<file path="src/rtl/dm_arbiter.sv">
// Two-port arbiter in front of the single-port data RAM. Port 0 is the CPU
// load/store path and port 1 the debug/loader port. Every output is registered.
module dm_arbiter #(
    parameter int READ_LAT = 1,
    parameter int ADDR_W   = 6
) (
    input  logic              clk_dm,
    input  logic              rst_n,
    // Handshake: pN_req stays high with stable fields until pN_ack pulses.
    // pN_done pulses once per accepted access, and pN_rdata/pN_err are
    // valid only while pN_done is high.
    input  logic              p0_req,
    input  logic              p0_we,
    input  logic [31:0]       p0_addr,
    input  logic [31:0]       p0_wdata,
    output logic              p0_ack,
    output logic              p0_done,
    output logic [31:0]       p0_rdata,
    output logic              p0_err,
    input  logic              p1_req,
    input  logic              p1_we,
    input  logic [31:0]       p1_addr,
    input  logic [31:0]       p1_wdata,
    output logic              p1_ack,
    output logic              p1_done,
    output logic [31:0]       p1_rdata,
    output logic              p1_err,
    output logic [ADDR_W-1:0] ram_addr,
    output logic [31:0]       ram_din,
    output logic              ram_we,
    input  logic [31:0]       ram_dout,
    output logic              busy
);

    typedef enum logic [1:0] {IDLE, ISSUE, WAIT, DONE} state_t;

    localparam logic [1:0] LAST_WAIT = 2'(READ_LAT - 1);

    state_t      state, next_state;
    logic        last_grant;
    logic        gnt_valid, gnt_port;
    logic        sel_we, sel_err;
    logic [31:0] sel_addr, sel_wdata;
    logic        lat_port, lat_we, lat_err;
    logic [1:0]  wait_cnt;

    // On a tie the port that did not win the last tie is granted.
    always_comb begin
        gnt_valid = p0_req | p1_req;
        gnt_port  = 1'b0;
        if (p0_req && p1_req) begin
            gnt_port = ~last_grant;
        end else if (p1_req) begin
            gnt_port = 1'b1;
        end
        sel_we    = gnt_port ? p1_we    : p0_we;
        sel_addr  = gnt_port ? p1_addr  : p0_addr;
        sel_wdata = gnt_port ? p1_wdata : p0_wdata;
        sel_err   = (sel_addr[1:0] != 2'b00) || (sel_addr[31:ADDR_W+2] != '0);
    end

    always_comb begin
        next_state = state;
        case (state)
            IDLE:    if (gnt_valid) next_state = ISSUE;
            ISSUE:   next_state = (lat_we || lat_err) ? DONE : WAIT;
            WAIT:    if (wait_cnt == LAST_WAIT) next_state = DONE;
            DONE:    next_state = IDLE;
            default: next_state = IDLE;
        endcase
    end

    always_ff @(posedge clk_dm or negedge rst_n) begin
        if (!rst_n) begin
            state <= IDLE;
        end else begin
            state <= next_state;
        end
    end

    // Pulses default low each cycle; they are raised on the edge entering
    // the state that owns them.
    always_ff @(posedge clk_dm or negedge rst_n) begin
        if (!rst_n) begin
            last_grant <= 1'b1;
            lat_port   <= 1'b0;
            lat_we     <= 1'b0;
            lat_err    <= 1'b0;
            wait_cnt   <= 2'd0;
            busy       <= 1'b0;
            p0_ack     <= 1'b0;
            p1_ack     <= 1'b0;
            p0_done    <= 1'b0;
            p1_done    <= 1'b0;
            p0_rdata   <= 32'h0;
            p1_rdata   <= 32'h0;
            p0_err     <= 1'b0;
            p1_err     <= 1'b0;
            ram_addr   <= '0;
            ram_din    <= 32'h0;
            ram_we     <= 1'b0;
        end else begin
            busy     <= (next_state != IDLE);
            p0_ack   <= 1'b0;
            p1_ack   <= 1'b0;
            p0_done  <= 1'b0;
            p1_done  <= 1'b0;
            p0_rdata <= 32'h0;
            p1_rdata <= 32'h0;
            p0_err   <= 1'b0;
            p1_err   <= 1'b0;
            ram_we   <= 1'b0;
            case (state)
                IDLE: begin
                    if (gnt_valid) begin
                        lat_port <= gnt_port;
                        lat_we   <= sel_we;
                        lat_err  <= sel_err;
                        if (p0_req && p1_req) last_grant <= gnt_port;
                        p0_ack   <= ~gnt_port;
                        p1_ack   <= gnt_port;
                        ram_addr <= sel_addr[ADDR_W+1:2];
                        ram_din  <= sel_wdata;
                        ram_we   <= sel_we & ~sel_err;
                        wait_cnt <= 2'd0;
                    end
                end
                ISSUE: begin
                    if (next_state == DONE) begin
                        p0_done <= ~lat_port;
                        p1_done <= lat_port;
                        p0_err  <= ~lat_port & lat_err;
                        p1_err  <= lat_port & lat_err;
                    end
                end
                WAIT: begin
                    wait_cnt <= wait_cnt + 2'd1;
                    if (next_state == DONE) begin
                        p0_done  <= ~lat_port;
                        p1_done  <= lat_port;
                        p0_rdata <= lat_port ? 32'h0 : ram_dout;
                        p1_rdata <= lat_port ? ram_dout : 32'h0;
                    end
                end
                default: ;
            endcase
        end
    end

endmodule

</file>
<file path="config.mk">
export PLATFORM = sky130hd
export DESIGN_NAME = dm_arbiter
export DESIGN_NICKNAME = d
export VERILOG_FILES = /design/src/rtl/dm_arbiter.sv
export SDC_FILE = /design/constraint.sdc
export NUM_CORES = 1
export LEC_CHECK = 0
export ABC_CLOCK_PERIOD_IN_PS = 3100
export CAP_MARGIN = 5
export CORE_AREA = 5 5 105 107
export DETAILED_ROUTE_END_ITERATION = 10
export DIE_AREA = 0 0 110 112
export DONT_BUFFER_PORTS = 1
export HOLD_SLACK_MARGIN = 0.06
export PLACE_DENSITY_LB_ADDON = 0.25
export SLEW_MARGIN = 10
export SYNTH_ARGS = -nofsm -noshare
export SYNTH_HDL_FRONTEND = slang
export SYNTH_SLANG_ARGS = --single-unit
</file>
<file path="constraint.sdc">
create_clock -name clk_dm -period 3.1 [get_ports clk_dm]
set_input_delay 0.62 -clock clk_dm [delete_from_list [all_inputs] [get_ports clk_dm]]
set_output_delay 0.62 -clock clk_dm [all_outputs]
set_load 0.005 [all_outputs]
</file>
==> key figures <==
Status
  • Status: finished with violations
  • Failing checks: hold timing

Timing
  • Fin. Hold Viols: 117
  • Slew HR: 50.5%
  • Skew final: 0.0129 ns
  • Final Worst Setup Slack: 0.904 ns
  • Final Cycle Share: 70.9%
  • Tmin final: 2.20 ns
  • Actual slew at the worst max-slew pin: 0.742 ns
  • Slew Limit Fails: 0
  • Setup-failing EPs final: 0
  • Max frequency: 455 MHz
  • RSZ-0062 raised after global routing: no
  • Setup TNS: 0 ns
  • Final hold slack: -0.175 ns

Hold path
  • Worst hold path class: in2async

GRT
  • Total GRT Usage: 17.9%
  • Largest net degree at the start of global routing: 119
  • Initial antenna violation count: 0
  • Vias in the first global route: 3,120
  • Grt total ovfl: 0
  • First-pass GRT wire length: 16,900 um

Synth
  • Synth warn: 0
  • Post-Synthesis Cells: 374
  • Largest family of logic cells by synthesized area: simple AND/OR/NAND/NOR gates
  • Synth Area in Simple Gates: 12.9%
  • Synth Area in Adders: 1.14%
  • Mux cell area share after synthesis: 0%
  • Main synth FF type: dfrtp_1
  • Synth Area in Compound Gates: 11.0%
  • Post-synth top area share: 66.6%
  • Asr flop ratio synth: 100%
  • Area of the mapped netlist: 0.00439 mm^2
  • Largest area contributor in the netlist: dfrtp_1
  • Top post-synthesis cells by area: dfrtp_1, a222oi_1, nor2_1
  • Seq/Total Area, Yosys: 67.2%
  • Synth Area in XOR/XNOR: 0.199%
  • EDFF count, synth: 0
  • #FFs+latches synth: 118
  • Net count after synthesis: 544
  • Netlist cell types: 33
  • Avg Inst Size Synth: 11.7 um^2

Floorplan
  • Die area: 0.0123 mm^2
  • Core area: 0.0100 mm^2
  • Core Rows: 37
  • Die Width: 110 um
  • Initial Utilization: 43.7%
  • Die Y: 112 um
  • I/O pins: 276

CTS
  • Clock-pin slew on the worst setup and hold paths: 0.06 ns
  • CTS tree: yes
  • Clk_lat worst skew: 0.49 ns
  • # clock sinks: 118
  • Setup Fix Bufs, Post-CTS: 0
  • Max clock buf depth: 2
  • Number of cells upsized or downsized after cts: 0
  • # H-tree levels: 4
  • Total CTS buffers: 17
  • Root Buffer: clkbuf_8

Setup path
  • Largest stage delay, worst path: 0.61 ns
  • Type of the worst setup path: reg2reg
  • Crit end category: flip-flop
  • Crit path launch type: flip-flop
  • Data arrival time of the worst path: 2.59 ns
  • CP bufs+invs: 1
  • CP Data Required Time: 3.49 ns
  • Slowest CP cell: nand3_2
  • Max Fanout on Critical Path: 34
  • Critical Path, Cell by Cell: inv_1 -> ha_1 -> nor4b_2 -> a31oi_4 -> nand3_2 -> nor2_1
  • CP delay by family, top: simple AND/OR/NAND/NOR gates

Place
  • RePlAce Congestion: 0.785
  • Pre-CTS WS: 0.856 ns
  • DPL Wire Length: 7850 um
  • Placed Cells: 491
  • Placed Area: 0.00444 mm^2
  • Port Buffers: 0

Power
  • VDD IR max: 0.390 mV
  • Pleak: 0.00244 uW
  • Pwr/cell area: 1060 mW/mm^2
  • Total power: 5300 uW

Layout
  • # diodes: 0
  • Area growth, synth to finish: 13.9%
  • Most frequent cells in the layout: dfrtp_1, nor2_1, inv_1
  • Non-filler cells in the finished layout: 522
  • Fillcell total: 883
  • Most common cell after layout, fill and taps aside: dfrtp_1
  • Fin area: 0.00500 mm^2
  • Layout cells sized above 1: 11.4%
  • Final #Nets: 544

Run
  • Maxcap violations: 0

Detailed routing
  • Vias/cell: 5.61
  • Average wire per standard cell: 21.3 um
  • Routed Antenna Nets: 0
  • # DRC: 0
  • Detailed Route Iter0 Violations: 352
  • Routed WL: 11,100 um
  • Via count: 2,931
  • Drt pass-1 iters: 8
## synth_stat cells (all sizes together), types with 2 or more instances
library cell	count
inv	46
a21boi	2
nand2	40
ha	4
nor4	12
clkbuf	5
nand4	3
nand3	2
nor2	68
o21ai	5
buf	18
a222oi	38
dfrtp	117
## kinds of logic after synthesis
group / after synthesis
DFF: 118
xor gates and xnor gates: 1
buffers and inverters: 69
adders and majority gates: 4
and+or+nand+nor: 131
AOI/OAI and AO/OA: 51
## path summary, 6_finish.rpt
path                              from  cells past startpoint           end  slack, ns
min                              rst_n                      0   p0_rdata[2]      -0.18
min in group clk_dm         p1_addr[4]                      2   ram_addr[2]       0.25
min reg2reg                wait_cnt[0]                      1   wait_cnt[0]       0.49
max in group asynchronous        rst_n                      0    last_grant       3.07
max                           state[0]                      6  p1_rdata[31]       0.90
max reg2reg                   state[0]                      6  p1_rdata[31]       0.90
## where the power goes
part	internal [uW]	total, uW	switching [uW]
registers	1960	2300	336
logic	432	1170	741
clock network	1150	1830	679
## cell type report
cell class,instances,area (um^2),area share (%)
clock buffer,18,428,8.55
clock inverter,13,133,2.65
inverter,46,173,3.45
multi-input combinational,187,1120,22.3
sequential,118,2950,59.0
tap,136,170,3.40
timing repair buffer,4,30.0,0.600
## through the flow
step                      utilization, %  hold WS [ns]
final                               49.8        -0.175
after global routing                49.8        -0.215
after global placement              44.2         0.327
after floorplan                        -         0.324
after CTS                           49.8        -0.204
after detailed placement            44.2         0.327
## registers in the layout, summed over array words and instances (netlist names)
register    cells
p0_rdata       32
ram_we          1
p1_done         1
wait_cnt        2
p0_done         1
ram_din        32
p1_err          1
p0_ack          1
lat_port        1
busy            1
p1_ack          1
last_grant      1
lat_err         1
lat_we          1
state           2
ram_addr        6
p1_rdata       32
p0_err          1
## routing by layer
| metal | track usage (%) | routed length (um) | share of wire (%) |
|---|---|---|---|
| met5 | 0 | 0 | 0 |
| met4 | 6.73 | 178 | 1.6 |
| met3 | 7.77 | 1330 | 12 |
| met2 | 27.9 | 5360 | 48 |
| met1 | 22.0 | 4240 | 38 |
Note: power is estimated with default switching activity, not from simulation.
